==> src/rtl/segasys1_sndcmd_fifo.sv <==
// Main-to-sound command mailbox: edge-strobed push/pop queue with registered FWFT head, flags and IRQ.
// Events take effect at the edge ending their cycle; a full queue either drops or overwrites the oldest entry.
module segasys1_sndcmd_fifo #(
  parameter int              DW        = 8,
  parameter int              AW        = 3,
  parameter int              OVWR      = 0,
  parameter int              IRQ_MODE  = 0,
  parameter int              IRQ_LEN   = 16,
  parameter logic [DW-1:0]   EMPTY_VAL = DW'(8'hFF)
) (
  input  logic          CLK48M,
  input  logic          RESET,
  input  logic          WR_STB,
  input  logic [DW-1:0] WR_DATA,
  input  logic          RD_STB,
  output logic [DW-1:0] RD_DATA,
  output logic          IRQ,
  output logic          EMPTY,
  output logic          FULL,
  output logic [AW:0]   COUNT,
  output logic          OVF,
  input  logic          CLR_OVF
);

  localparam int              DEPTH      = 1 << AW;
  localparam logic [AW:0]     FULL_CNT   = {1'b1, {AW{1'b0}}};
  localparam bit              OVWR_EN    = (OVWR != 0);
  localparam bit              IRQ_PULSE  = (IRQ_MODE != 0);
  localparam int              ICW        = (IRQ_LEN < 2) ? 1 : $clog2(IRQ_LEN + 1);
  localparam logic [ICW-1:0]  IRQ_RELOAD = ICW'(IRQ_LEN);

  logic [DW-1:0]  r_mem [0:DEPTH-1];
  logic [AW-1:0]  r_wptr;
  logic [AW-1:0]  r_rptr;
  logic [AW:0]    r_count;
  logic           r_wr_q;
  logic           r_rd_q;
  logic           r_empty;
  logic           r_full;
  logic           r_ovf;
  logic           r_irq;
  logic [DW-1:0]  r_rd_data;
  logic [ICW-1:0] r_irq_cnt;

  logic           w_push;
  logic           w_pop;
  logic           w_do_pop;
  logic           w_ovf_set;
  logic           w_wr_en;
  logic           w_rd_adv;
  logic [AW-1:0]  w_wptr_nxt;
  logic [AW-1:0]  w_rptr_nxt;
  logic [AW:0]    w_count_nxt;
  logic [DW-1:0]  w_head_nxt;
  logic [ICW-1:0] w_irq_cnt_nxt;

  assign w_push    = WR_STB & ~r_wr_q;
  assign w_pop     = RD_STB & ~r_rd_q;
  assign w_do_pop  = w_pop & ~r_empty;
  // A push into a full queue only overflows when no pop frees a slot in the same cycle.
  assign w_ovf_set = w_push & r_full & ~w_do_pop;
  assign w_wr_en   = w_push & (~r_full | w_do_pop | OVWR_EN);
  assign w_rd_adv  = w_do_pop | (w_ovf_set & OVWR_EN);

  always_comb begin
    w_wptr_nxt    = r_wptr;
    w_rptr_nxt    = r_rptr;
    w_count_nxt   = r_count;
    w_head_nxt    = EMPTY_VAL;
    w_irq_cnt_nxt = r_irq_cnt;
    if (w_wr_en) w_wptr_nxt = r_wptr + 1'b1;
    if (w_rd_adv) w_rptr_nxt = r_rptr + 1'b1;
    if (w_wr_en && !w_rd_adv) w_count_nxt = r_count + 1'b1;
    else if (!w_wr_en && w_rd_adv) w_count_nxt = r_count - 1'b1;
    // The new head may be the word being written this very cycle, which storage does not hold yet.
    if (w_count_nxt != '0) begin
      if (w_wr_en && (w_rptr_nxt == r_wptr)) w_head_nxt = WR_DATA;
      else w_head_nxt = r_mem[w_rptr_nxt];
    end
    if (w_wr_en) w_irq_cnt_nxt = IRQ_RELOAD;
    else if (r_irq_cnt != '0) w_irq_cnt_nxt = r_irq_cnt - 1'b1;
  end

  always_ff @(posedge CLK48M) begin
    if (w_wr_en) r_mem[r_wptr] <= WR_DATA;
  end

  always_ff @(posedge CLK48M or posedge RESET) begin
    if (RESET) begin
      r_wptr    <= '0;
      r_rptr    <= '0;
      r_count   <= '0;
      r_wr_q    <= 1'b0;
      r_rd_q    <= 1'b0;
      r_empty   <= 1'b1;
      r_full    <= 1'b0;
      r_ovf     <= 1'b0;
      r_irq     <= 1'b0;
      r_rd_data <= EMPTY_VAL;
      r_irq_cnt <= '0;
    end else begin
      r_wr_q    <= WR_STB;
      r_rd_q    <= RD_STB;
      r_wptr    <= w_wptr_nxt;
      r_rptr    <= w_rptr_nxt;
      r_count   <= w_count_nxt;
      r_empty   <= (w_count_nxt == '0);
      r_full    <= (w_count_nxt == FULL_CNT);
      r_rd_data <= w_head_nxt;
      r_irq_cnt <= w_irq_cnt_nxt;
      r_irq     <= IRQ_PULSE ? (w_irq_cnt_nxt != '0) : (w_count_nxt != '0);
      if (w_ovf_set) r_ovf <= 1'b1;
      else if (CLR_OVF) r_ovf <= 1'b0;
    end
  end

  assign RD_DATA = r_rd_data;
  assign IRQ     = r_irq;
  assign EMPTY   = r_empty;
  assign FULL    = r_full;
  assign COUNT   = r_count;
  assign OVF     = r_ovf;

endmodule

==> config.mk <==
export PLATFORM = sky130hd
export DESIGN_NAME = segasys1_sndcmd_fifo
export DESIGN_NICKNAME = d
export VERILOG_FILES = /design/src/rtl/segasys1_sndcmd_fifo.sv
export SDC_FILE = /design/constraint.sdc
export NUM_CORES = 1
export LEC_CHECK = 0
export ABC_AREA = 1
export BUFFER_PORTS_ARGS = -buffer_cell sky130_fd_sc_hd__buf_2
export CELL_PAD_IN_SITES_DETAIL_PLACEMENT = 1
export CELL_PAD_IN_SITES_GLOBAL_PLACEMENT = 1
export CORE_UTILIZATION = 42
export CTS_BUF_LIST = sky130_fd_sc_hd__clkbuf_4 sky130_fd_sc_hd__clkbuf_8 sky130_fd_sc_hd__clkbuf_16
export DETAILED_ROUTE_END_ITERATION = 8
export GPL_ROUTABILITY_DRIVEN = 0
export PLACE_DENSITY_LB_ADDON = 0.1
export SYNTH_ARGS = -nofsm -noshare
export SYNTH_HDL_FRONTEND = slang
export SYNTH_SLANG_ARGS = --single-unit
==> constraint.sdc <==
create_clock -name CLK48M -period 1.7 [get_ports CLK48M]
set_input_delay 0.085 -clock CLK48M [delete_from_list [all_inputs] [get_ports CLK48M]]
set_output_delay 0.085 -clock CLK48M [all_outputs]
set_load 0.01 [all_outputs]
==> results of run 1 <==
[registers in the layout (all words and copies together), names as in the netlist]
register / cells
IRQ: 1
RD_DATA: 8
EMPTY: 1
r_mem: 64
r_wptr: 3
OVF: 1
COUNT: 4
r_rptr: 3
r_rd_q: 1
r_wr_q: 1
FULL: 1
[per-layer routing]
layer,up-vias,global-route usage [%]
li1,1459,-
met1,1483,30.1
met2,55,37.5
met3,14,4.58
met4,0,6.13
met5,-,0
[area by class of cell]
cell class	instances	area (um2)	area share [%]
Timing Repair Buffer	64	512	10.1
Clock buffer	9	124	2.44
Multi-Input combinational cell	223	1320	26.0
Tap cell	129	161	3.18
Clock inverter	7	75.1	1.48
Timing Repair inverter	1	7.51	0.148
Inverter	89	342	6.73
Sequential cell	88	2530	49.9
[cell usage in the layout, fill, tap and decap left out, drive strengths merged, types with 9 or more instances in the layout]
cell type,Yosys,final
edfxtp,64,64
dfstp,9,9
nand2,88,88
buf,7,59
nor2,14,15
dfrtp,15,15
nand3,104,105
clkbuf,1,10
inv,89,92
[worst register-to-register path: stages, from the launching register on]
cell and delay (ns):
sky130_fd_sc_hd__dfstp_2 0.56, sky130_fd_sc_hd__nor2_4 0.06, sky130_fd_sc_hd__nand2_4 0.15, sky130_fd_sc_hd__nand3_2 0.18
sky130_fd_sc_hd__inv_2 0.14, sky130_fd_sc_hd__nand2_1 0.08, sky130_fd_sc_hd__o21ai_2 0.07, sky130_fd_sc_hd__buf_4 0.17
sky130_fd_sc_hd__nand3_4 0.11, sky130_fd_sc_hd__nand3_1 0.13
[metrics by stage]
| step | area, um2 | cells | utilization, % | power, uW | TNS [ns] |
|---|---|---|---|---|---|
| floorplan | 4080 | 406 | - | 5130 | -3.19 |
| global placement | 4570 | 583 | 49.0 | 6300 | -0.736 |
| detailed placement | 4570 | 583 | 49.0 | 6390 | -0.983 |
| CTS | 4860 | 605 | 52.1 | 8000 | 0 |
| global route | 5070 | 610 | 54.4 | 8920 | -2.28 |
| finish | 5070 | 610 | 54.4 | 8390 | -0.0103 |
[what timing repair did]
action / 4_1_cts / 5_1_grt
gates resized for setup: 9 / 42
gates cloned: 2 / 2
setup endpoints to repair: 24 / 74
hold buffers: 4 / 0
buffers inserted: 0 / 3
pin swaps: 3 / 3
endpoints found under the hold margin: 18 / 0
[power breakdown]
group	total, uW	leakage (uW)	internal, uW	switching, uW
Sequential	2980	0.000850	2770	217
Combinational	3970	0.00135	1450	2520
Clock	1440	0.0000981	579	857
[path summary, 6_finish.rpt]
path                                 start               endpoint  slack, ns
max                        EMPTY$_DFF_PP1_   RD_DATA[0]$_DFF_PP1_     -0.005
min                             WR_DATA[0]  r_mem[0][0]$_DFFE_PP_       0.04
max reg2reg                EMPTY$_DFF_PP1_   RD_DATA[0]$_DFF_PP1_     -0.005
min reg2reg                OVF$_DFFE_PP0P_        OVF$_DFFE_PP0P_       0.53
max in group asynchronous            RESET   RD_DATA[1]$_DFF_PP1_       1.11
min in group asynchronous            RESET        OVF$_DFFE_PP0P_       0.30
[cell families after synthesis]
kind of cell	Yosys count	synth area share [%]
xor gates and xnor gates	5	1.07
DFF	88	62.2
and+or+nand+nor	207	25.2
adders and majority gates	4	1.23
buffers and inverters	97	9.30
AOI/OAI and AO/OA	5	1.07
==> out/summary.txt, run 1 <==
OUTCOME
---------------------------------------------------------------------------------
Outcome                                                              finished with violations
Violated checks                                                      negative setup slack

POWER AND IR DROP
---------------------------------------------------------------------------------
Static leakage                                                         0.00230 uW
Cell area power density                                               1650 nW/um2
Worst VDD drop                                                         0.000609 V

TIMING
---------------------------------------------------------------------------------
Max Clk Rate                                                              586 MHz
Worst slew margin relative to its limit                                     79.7%
Setup violators final                                                           3
Clock period minus final worst setup slack                                1.71 ns
Final period util                                                            100%
Setup repair after global routing missed its margin                          true
Transition at the pin with the smallest max-transition slack             0.305 ns
Tightest hold margin                                                    0.0351 ns
Slack of the critical path                                            -0.00519 ns
Number of hold-slack violations in the final timing report                      0
Largest clock skew in the final design                                 0.00908 ns
Final max-slew violation count                                                  0

LOGIC SYNTHESIS
---------------------------------------------------------------------------------
Syn Nets                                                                      423
Cell type with the largest total area after synthesis                sky130_fd_sc_hd__edfxtp_1
Count of cell types in the netlist                                             27
Portion of synthesized cell area occupied by the leading cell type          47.1%
Top area cells in the synthesized netlist                            sky130_fd_sc_hd__edfxtp_1 47%, sky130_fd_sc_hd__nand3_1 12%, sky130_fd_sc_hd__dfrtp_1 9.2%
Synthesized netlist cell count                                                406
Avg Synthesized Cell Area                                                10.0 um2
Async set-reset flop share out of synthesis                                 27.3%
Number of enable flip-flop cells after synthesis                               64
Post-synth top cells                                                 99 x sky130_fd_sc_hd__nand3_1, 82 x sky130_fd_sc_hd__inv_1, 79 x sky130_fd_sc_hd__nand2_1
Count of synthesis-stage warnings from yosys                                    0
Register area share after synthesis                                         62.2%
Most instantiated library cell after synthesis                       sky130_fd_sc_hd__nand3_1
Synthesized area                                                         4080 um2
Prevailing post-synth register cell                                  sky130_fd_sc_hd__edfxtp_1
Seq cells post-synth                                                           88

SETUP PATH
---------------------------------------------------------------------------------
Crit Path Class                                                           reg2reg
Critical path endpoint category                                         flip-flop
Buffers & Inverters on Critical Path                                            2
Setup crit start kind                                                   flip-flop
Delay of the slowest critical-path stage                                  0.56 ns
R2r worst-path depth                                                            9
Arrival @ worst endpoint                                                  2.01 ns
Crit. path cell count                                                           9
Max stage delay cell, worst path                                     sky130_fd_sc_hd__dfstp_2
Critical path's top delay family                                     simple AND/OR/NAND/NOR gates
Worst Path Max Fanout                                                           8
Cells along the critical path                                        nor2_4, nand2_4, nand3_2, inv_2, nand2_1, o21ai_2, buf_4, nand3_4, nand3_1
Data required time of the critical path                                   2.00 ns

ROUTE
---------------------------------------------------------------------------------
Highest routed layer                                                         met4
Routed length on met3                                                      427 um
Initial detailed-routing violation count                                       96
Total via count after detailed routing                                       3011
Routed wire length                                                       10800 um
Routed wire length per instance                                           17.6 um
Post-route ant nets                                                             0
Met1 routed wirelength after detailed routing                             4840 um
Avg Vias per Cell                                                            4.94
Iteration count of the initial detailed-routing pass                            4
DR DRC count                                                                    0
Wire length on met2                                                       5330 um

RUN
---------------------------------------------------------------------------------
Maximum capacitance violations                                                  0

FLOORPLANNING
---------------------------------------------------------------------------------
Site Rows                                                                      35
Chip Height                                                                101 um
Core ar.                                                                 9330 um2
Ports placed on the boundary                                                   29
Die Span X                                                                 101 um
Initial standard-cell utilization of the core                               43.7%
Die outline area                                                        10100 um2

CTS
---------------------------------------------------------------------------------
CTS clock-pin slew for the worst setup and hold paths                     0.10 ns
TritonCTS Sinks                                                                88
Clk buf depth                                                                   2
Root buffer selected by CTS                                          sky130_fd_sc_hd__clkbuf_8
H-tree depth                                                                    3
Number of buffers added by the clock tree synthesis step                        9
Clock insertion delay at the later pin of the skew report                 0.37 ns
Clock tree from TritonCTS                                                     yes

PLACED DESIGN
---------------------------------------------------------------------------------
Total of buffers placed on input and output ports                              28
DP Worst Slack                                                         -0.0579 ns
Post-DP HPWL                                                              7200 um

MIN PATH
---------------------------------------------------------------------------------
Class of the tightest hold or removal check                                in2reg
WHS Path Cells                                                                  1

GRT
---------------------------------------------------------------------------------
Aggregate global routing overflow                                               0
Total Routing Usage GR                                                      22.5%
Antenna violations before repair                                                0
Via count of the first global-routing pass                                   3035
Pin count of the biggest net entering global routing                           27
Global-route wire length before repair                                   16500 um

CELLS AND AREA
---------------------------------------------------------------------------------
Area growth from synthesis to final layout                                  24.5%
Diodes inserted                                                                 0
Final nets                                                                    493
Proportion of layout cells with a drive suffix above 1                      28.9%
Final-layout fill cell count                                                 1041

No activity file was read; power rests on OpenSTA's default activity.
==> inputs of run 2 (changes only) <==
--- a/config.mk
+++ b/config.mk
@@ -9,7 +9,7 @@
 export BUFFER_PORTS_ARGS = -buffer_cell sky130_fd_sc_hd__buf_2
 export CELL_PAD_IN_SITES_DETAIL_PLACEMENT = 1
 export CELL_PAD_IN_SITES_GLOBAL_PLACEMENT = 1
-export CORE_UTILIZATION = 42
+export CORE_UTILIZATION = 47
 export CTS_BUF_LIST = sky130_fd_sc_hd__clkbuf_4 sky130_fd_sc_hd__clkbuf_8 sky130_fd_sc_hd__clkbuf_16
 export DETAILED_ROUTE_END_ITERATION = 8
 export GPL_ROUTABILITY_DRIVEN = 0
==> constraint.sdc (replaced) <==
create_clock -name CLK48M -period 1.8 [get_ports CLK48M]
set_input_delay 0.09 -clock CLK48M [delete_from_list [all_inputs] [get_ports CLK48M]]
set_output_delay 0.09 -clock CLK48M [all_outputs]
set_load 0.01 [all_outputs]
==> run 2 against run 1 <==
Effect of this change:
- the flow now finishes without violations
- largest power group unchanged
- first-iteration DRC count increased by 74%
- combinational power decreased by 17%
- final area decreased by 5.2%
- routed wire length decreased by 7.3%
- clock power decreased by 10%
- fmax decreased by 2.7%
==> out/summary.txt, run 2 (synthesis gave the netlist of run 1 again) <==
OUTCOME
---------------------------------------------------------------------------
Outcome                                                           completed   was finished with violations

ROUTE
---------------------------------------------------------------------------
Avg Vias per Cell                                                      5.14   was 4.94
Routed wire length per instance                                     17.3 um   was 17.6 um
Post-route ant nets                                                       0   unchanged
DR DRC count                                                              0   unchanged
Iteration count of the initial detailed-routing pass                      4   unchanged
Total via count after detailed routing                                 2968   was 3011
Initial detailed-routing violation count                                167   was 96
Routed wire length                                                  9970 um   was 10800 um

CTS
---------------------------------------------------------------------------
Clock tree from TritonCTS                                               yes   unchanged
TritonCTS Sinks                                                          88   unchanged
Clk buf depth                                                             2   unchanged
Clock insertion delay at the later pin of the skew report           0.36 ns   was 0.37 ns
H-tree depth                                                              3   unchanged
CTS clock-pin slew for the worst setup and hold paths               0.09 ns   was 0.10 ns
Root buffer selected by CTS                                    sky130_fd_sc_hd__clkbuf_8   unchanged
Number of buffers added by the clock tree synthesis step                  9   unchanged

TIMING
---------------------------------------------------------------------------
Setup violators final                                                     0   was 3
Slack of the critical path                                        0.0470 ns   was -0.00519 ns
Transition at the pin with the smallest max-transition slack       0.311 ns   was 0.305 ns
Number of hold-slack violations in the final timing report                0   unchanged
Final period util                                                     97.4%   was 100%
Clock period minus final worst setup slack                          1.75 ns   was 1.71 ns
Total Neg Setup Slack                                                  0 ns   was -0.0103 ns
Max Clk Rate                                                        570 MHz   was 586 MHz
Final max-slew violation count                                            0   unchanged
Largest clock skew in the final design                            0.0126 ns   was 0.00908 ns
Worst slew margin relative to its limit                               79.3%   was 79.7%
Setup repair after global routing missed its margin                    true   unchanged

CELLS AND AREA
---------------------------------------------------------------------------
Diodes inserted                                                           0   unchanged
Final-layout fill cell count                                            942   was 1041
Most flops, register                                                  r_mem   unchanged
Most used cells in the layout excluding fill and tap cells     97 x sky130_fd_sc_hd__nand3_1, 82 x sky130_fd_sc_hd__inv_1, 77 x sky130_fd_sc_hd__nand2_1   was 93 x sky130_fd_sc_hd__nand3_1, 81 x sky130_fd_sc_hd__inv_1, 71 x sky130_fd_sc_hd__nand2_1
Commonest non-fill, non-tap cell in the layout                 sky130_fd_sc_hd__nand3_1   unchanged
Final standard cell utilization of the core                           58.0%   was 54.4%
Proportion of layout cells with a drive suffix above 1                23.7%   was 28.9%
Multi-input gate area in the final layout                          1190 um2   was 1320 um2
Area growth from synthesis to final layout                            18.0%   was 24.5%
Final nets                                                              484   was 493
Final std cells w/o fill                                                577   was 610
Register cell area after layout                                    2530 um2   about the same
Max reg flops                                                            64   unchanged

SETUP PATH
---------------------------------------------------------------------------
Setup crit start kind                                             flip-flop   unchanged
First element of the critical path                             EMPTY$_DFF_PP1_   unchanged
Reg-to-reg critical path startpoint                            EMPTY$_DFF_PP1_   unchanged
Setup slack, reg-to-reg                                             0.05 ns   was -0.005 ns
Data required time of the critical path                             1.86 ns   was 2.00 ns
Worst Path Max Fanout                                                     8   unchanged
Delay of the slowest critical-path stage                            0.39 ns   was 0.56 ns
Critical path endpoint category                                   flip-flop   unchanged
Max stage delay cell, worst path                               sky130_fd_sc_hd__dfstp_2   unchanged
Crit Path Class                                                     reg2reg   unchanged
Cells along the critical path                                  nor2_4, nand2_4, a21oi_4, nand2_1, nor2_1, buf_4   was nor2_4, nand2_4, nand3_2, inv_2, nand2_1, o21ai_2, buf_4, nand3_4, nand3_1
Arrival @ worst endpoint                                            1.82 ns   was 2.01 ns
Buffers & Inverters on Critical Path                                      1   was 2
Critical path's top delay family                               simple AND/OR/NAND/NOR gates   unchanged

FLOORPLANNING
---------------------------------------------------------------------------
Die outline area                                                   9050 um2   was 10100 um2
Chip Height                                                         95.1 um   was 101 um
Initial standard-cell utilization of the core                         49.1%   was 43.7%
Ports placed on the boundary                                             29   unchanged
Die Span X                                                          95.1 um   was 101 um
Site Rows                                                                33   was 35
Core ar.                                                           8300 um2   was 9330 um2

POWER AND IR DROP
---------------------------------------------------------------------------
Total power after layout                                            7430 uW   was 8390 uW
Cell area power density                                         1540 nW/um2   was 1650 nW/um2
Worst VDD drop                                                   0.000617 V   was 0.000609 V
Static leakage                                                   0.00223 uW   was 0.00230 uW

GRT
---------------------------------------------------------------------------
Antenna violations before repair                                          0   unchanged
Total Routing Usage GR                                                23.8%   was 22.5%
Via count of the first global-routing pass                             3016   was 3035
Aggregate global routing overflow                                         0   unchanged
Global-route wire length before repair                             15800 um   was 16500 um
Pin count of the biggest net entering global routing                     25   was 27

PLACED DESIGN
---------------------------------------------------------------------------
Total of buffers placed on input and output ports                        28   unchanged
Number of instances in the placed design                                551   was 583
Post-DP HPWL                                                        7070 um   was 7200 um
DP Worst Slack                                                    0.0691 ns   was -0.0579 ns

MIN PATH
---------------------------------------------------------------------------
Hold Startpoint                                                  WR_DATA[1]   was WR_DATA[0]
Class of the tightest hold or removal check                          in2reg   unchanged

RUN
---------------------------------------------------------------------------
Maximum capacitance violations                                            0   unchanged

[run 2: cell types whose count changed in the layout (fill, tap and decap cells not counted), sizes merged]
cell and delta:
clkbuf -1, inv +1, clkinv -2, nor2 -1
nand3 -1, buf -5
[run 2: through the flow]
| step | hold WS, ns | area (um2) |
|---|---|---|
| floorplan | 0.0980 | 4080 |
| global placement | 0.144 | 4490 |
| detailed placement | 0.151 | 4490 |
| CTS | 0.0497 | 4710 |
| global route | 0.0657 | 4810 |
| finish | 0.0595 | 4810 |
[run 2: layout make-up]
| type | count | share of cell area, % |
|---|---|---|
| clock buffers | 9 | 2.57 |
| clock inverters | 7 | 1.22 |
| inverters | 89 | 7.05 |
| multi-input cells | 221 | 24.8 |
| flip-flops and latches | 88 | 52.7 |
| well taps | 105 | 2.73 |
| repair buffers | 58 | 8.92 |
[run 2: repair_timing]
item | 4_1_cts | 5_1_grt
hold buffers | 4 | 0
resized for setup | 0 | 12
setup endpoints to repair | 0 | 10
hold endpoints to repair | 18 | 0
setup buffers | 0 | 6
[run 2: worst paths after layout]
kind,to,cells after the start
max,r_mem[7][5]$_DFFE_PP_,6
min,r_mem[3][1]$_DFFE_PP_,1
max reg2reg,r_mem[7][5]$_DFFE_PP_,6
min reg2reg,OVF$_DFFE_PP0P_,2
max in group asynchronous,RD_DATA[3]$_DFF_PP1_,4
min in group asynchronous,COUNT[3]$_DFF_PP0_,4
[run 2: per-layer routing]
metal | vias to the layer above | GRT usage, % | wire length [um]
met4 | 0 | 6.69 | 98
met5 | - | 0 | 0
met2 | 64 | 37.4 | 4720
met3 | 10 | 3.43 | 429
li1 | 1440 | - | -
met1 | 1454 | 34.5 | 4720
[run 2: where the power goes]
part           total, uW  switching (uW)  internal [uW]
sequential          2850             226           2620
clock               1290             762            523
combinational       3300            2050           1250
total               7430            3040           4390
==> inputs of run 3 (changes only) <==
--- a/config.mk
+++ b/config.mk
@@ -11,9 +11,11 @@
 export CELL_PAD_IN_SITES_GLOBAL_PLACEMENT = 1
 export CORE_UTILIZATION = 47
 export CTS_BUF_LIST = sky130_fd_sc_hd__clkbuf_4 sky130_fd_sc_hd__clkbuf_8 sky130_fd_sc_hd__clkbuf_16
+export CTS_CLUSTER_DIAMETER = 60
 export DETAILED_ROUTE_END_ITERATION = 8
 export GPL_ROUTABILITY_DRIVEN = 0
 export PLACE_DENSITY_LB_ADDON = 0.1
+export REMOVE_ABC_BUFFERS = 1
 export SYNTH_ARGS = -nofsm -noshare
 export SYNTH_HDL_FRONTEND = slang
 export SYNTH_SLANG_ARGS = --single-unit
==> constraint.sdc (replaced) <==
create_clock -name CLK48M -period 1.8 [get_ports CLK48M]
set_input_delay 0.09 -clock CLK48M [delete_from_list [all_inputs] [get_ports CLK48M]]
set_output_delay 0.09 -clock CLK48M [all_outputs]
set_load 0.02 [all_outputs]
==> run 3 against run 2 <==
Effect of this change:
- count of clock-buffer cells in the layout increased by 1
- final area increased by 0.23%
- sequential share of layout area decreased by 0.15 points
- power increased by 2.3%
- die area unchanged
- first-iteration DRC count increased by 9.6%
- global-route usage increased by 0.81 points
- via count increased by 0.98%
- register-to-register slack improved by 0.02 ns
==> out/summary.txt, run 3 (synthesis gave the netlist of run 1 again) <==
SETUP PATH
---------------------------------------------------------------------------
Worst Path Max Fanout                                                    10   was 8
Setup slack, reg-to-reg                                             0.07 ns   was 0.05 ns
Crit Path Class                                                     reg2reg   unchanged
First element of the critical path                             COUNT[0]$_DFF_PP0_   was EMPTY$_DFF_PP1_
Reg-to-Reg End                                                 RD_DATA[4]$_DFF_PP1_   was r_mem[7][5]$_DFFE_PP_
Reg-to-reg critical path startpoint                            COUNT[0]$_DFF_PP0_   was EMPTY$_DFF_PP1_
Setup crit start kind                                             flip-flop   unchanged
Arrival @ worst endpoint                                            2.03 ns   was 1.82 ns
Max stage delay cell, worst path                               sky130_fd_sc_hd__dfrtp_1   was sky130_fd_sc_hd__dfstp_2
Cells along the critical path                                  inv_1, ha_1, xor2_1, nand2_1, o21ai_1, o21ai_2, nand3_4, nand3_1   was nor2_4, nand2_4, a21oi_4, nand2_1, nor2_1, buf_4
Capturing element of the worst setup path                      RD_DATA[4]$_DFF_PP1_   was r_mem[7][5]$_DFFE_PP_
Delay of the slowest critical-path stage                            0.41 ns   was 0.39 ns
Critical path endpoint category                                   flip-flop   unchanged
R2r worst-path depth                                                      8   was 6
Data required time of the critical path                             2.10 ns   was 1.86 ns

POWER AND IR DROP
---------------------------------------------------------------------------
Static leakage                                                   0.00223 uW   about the same
Fraction of power spent switching nets                                41.8%   was 40.9%
Part of the power in the clock network                                18.3%   was 17.3%
Share of total power in sequential cells                              37.5%   was 38.3%
Worst VDD drop                                                   0.000624 V   was 0.000617 V
NetSw                                                               3180 uW   was 3040 uW
Total internal power                                                4420 uW   was 4390 uW
Proportion of power drawn by combinational gates                      44.2%   was 44.4%
Cell area power density                                         1580 nW/um2   was 1540 nW/um2

GRT
---------------------------------------------------------------------------
Antenna violations before repair                                          0   unchanged
Aggregate global routing overflow                                         0   unchanged
Pin count of the biggest net entering global routing                     25   unchanged
Global-route wire length before repair                             16000 um   was 15800 um
Via count of the first global-routing pass                             3101   was 3016
Total Routing Usage GR                                                24.6%   was 23.8%

CTS
---------------------------------------------------------------------------
CTS clock-pin slew for the worst setup and hold paths               0.09 ns   about the same
TritonCTS Sinks                                                          88   unchanged
Clk buf depth                                                             2   unchanged
Clock insertion delay at the later pin of the skew report           0.37 ns   was 0.36 ns
Root buffer selected by CTS                                    sky130_fd_sc_hd__clkbuf_8   unchanged
Clock tree from TritonCTS                                               yes   unchanged
H-tree depth                                                              3   unchanged
Number of buffers added by the clock tree synthesis step                  9   unchanged

OUTCOME
---------------------------------------------------------------------------
Outcome                                                           completed   unchanged

ROUTE
---------------------------------------------------------------------------
Routed length on met3                                                357 um   was 429 um
Met1 routed wirelength after detailed routing                       4470 um   was 4720 um
Routed wire length per instance                                     17.6 um   was 17.3 um
DR DRC count                                                              0   unchanged
Total via count after detailed routing                                 2997   was 2968
Post-route ant nets                                                       0   unchanged
Routed wire length                                                 10200 um   was 9970 um
Highest routed layer                                                   met4   unchanged
Avg Vias per Cell                                                      5.19   was 5.14
Wire length on met2                                                 5200 um   was 4720 um
Initial detailed-routing violation count                                183   was 167
Iteration count of the initial detailed-routing pass                      4   unchanged

CELLS AND AREA
---------------------------------------------------------------------------
Diodes inserted                                                           0   unchanged
Commonest non-fill, non-tap cell in the layout                 sky130_fd_sc_hd__nand3_1   unchanged
Final std cells w/o fill                                                578   was 577
Most flops, register                                                  r_mem   unchanged
Most used cells in the layout excluding fill and tap cells     98 x sky130_fd_sc_hd__nand3_1, 82 x sky130_fd_sc_hd__inv_1, 73 x sky130_fd_sc_hd__nand2_1   was 97 x sky130_fd_sc_hd__nand3_1, 82 x sky130_fd_sc_hd__inv_1, 77 x sky130_fd_sc_hd__nand2_1
Area growth from synthesis to final layout                            18.3%   was 18.0%
Max reg flops                                                            64   unchanged
Proportion of layout cells with a drive suffix above 1                24.7%   was 23.7%
Final nets                                                              485   was 484
Final design area excluding fillers                                4820 um2   was 4810 um2

TIMING
---------------------------------------------------------------------------
Setup repair after global routing missed its margin                    true   unchanged
Tightest hold margin                                              0.0506 ns   was 0.0595 ns
Worst slew margin relative to its limit                               78.9%   was 79.3%
Transition at the pin with the smallest max-transition slack       0.316 ns   was 0.311 ns
Final max-slew violation count                                            0   unchanged
Max Clk Rate                                                        576 MHz   was 570 MHz
Setup violators final                                                     0   unchanged
Largest clock skew in the final design                           0.00907 ns   was 0.0126 ns
Final period util                                                     96.4%   was 97.4%
Clock period minus final worst setup slack                          1.73 ns   was 1.75 ns
Number of hold-slack violations in the final timing report                0   unchanged

PLACED DESIGN
---------------------------------------------------------------------------
Total of buffers placed on input and output ports                        28   unchanged
Post-placement cell area                                           4470 um2   was 4490 um2
Post-DP HPWL                                                        7610 um   was 7070 um
Number of instances in the placed design                                552   was 551

RUN
---------------------------------------------------------------------------
Maximum capacitance violations                                            0   unchanged

FLOORPLANNING
---------------------------------------------------------------------------
Site Rows                                                                33   unchanged
Ports placed on the boundary                                             29   unchanged
Die Span X                                                          95.1 um   unchanged
Core ar.                                                           8300 um2   unchanged
Initial standard-cell utilization of the core                         49.1%   unchanged
Die outline area                                                   9050 um2   unchanged
Chip Height                                                         95.1 um   unchanged

MIN PATH
---------------------------------------------------------------------------
Class of the tightest hold or removal check                          in2reg   unchanged

run 3: cell types whose count changed in the layout (fill, tap and decap cells not counted), sizes merged:
cell	delta
bufinv	+1
clkbuf	+1
clkinv	+1
inv	-2
run 3: worst min-delay path by stage:
stage / from / end / slack, ns / depth (start not counted)
after floorplan: RESET / COUNT[0]$_DFF_PP0_ / 0.1 / 1
after global placement: RESET / IRQ$_DFF_PP0_ / 0.16 / 3
after detailed placement: RESET / IRQ$_DFF_PP0_ / 0.17 / 3
after CTS: WR_DATA[4] / r_mem[1][4]$_DFFE_PP_ / 0.05 / 1
after global routing: WR_DATA[4] / r_mem[1][4]$_DFFE_PP_ / 0.06 / 1
final: WR_DATA[4] / r_mem[1][4]$_DFFE_PP_ / 0.05 / 1
run 3: area by class of cell:
type,count,area [um2]
clock buffer,10,131
clock inverter,6,67.6
fill,959,3480
inverter,89,339
multi-input combinational,221,1210
sequential,88,2530
tap,105,131
timing repair buffer,58,400
timing repair inverter,1,7.51
run 3: per-stage QoR:
step	total power [uW]	setup TNS (ns)	setup WS [ns]	util, %
after floorplan	4890	0	0.0241	-
after global placement	5870	0	0.00905	53.9
after detailed placement	6020	-0.0266	-0.00626	53.9
after CTS	7420	0	0.0227	56.9
after global routing	8080	-0.0975	-0.0370	58.1
final	7600	0	0.0653	58.1
run 3: critical path, delay by kind of cell, from the launching register on:
family | cells | cell delay [ns]
AO/OA/AOI/OAI | 2 | 0.34
XOR/XNOR | 1 | 0.16
adder cells (fa/ha/maj) | 1 | 0.22
buffers and inverters | 1 | 0.12
flip-flops | 1 | 0.41
AND/OR/NAND/NOR | 3 | 0.43
run 3: power by group through the flow:
stage | logic (uW) | clock network (uW) | registers (uW)
after detailed placement | 3110 | 0 | 2920
after floorplan | 1830 | 0 | 3060
after global routing | 3710 | 1480 | 2890
after global placement | 2970 | 0 | 2900
final | 3360 | 1390 | 2850
after CTS | 3140 | 1410 | 2870
run 3: metal layers:
metal  track usage, %  vias to the layer above
met1             32.1                     1491
li1                 -                     1439
met5                0                        -
met2             41.7                       55
met3             3.35                       12
met4             9.34                        0
run 3: timing repair:
item,in CTS,in global routing
buffers inserted,0,5
setup endpoints to repair,11,44
hold buffers,4,0
hold endpoints to repair,18,0
gates resized for setup,3,14
gates cloned,0,1
pin swaps,0,2
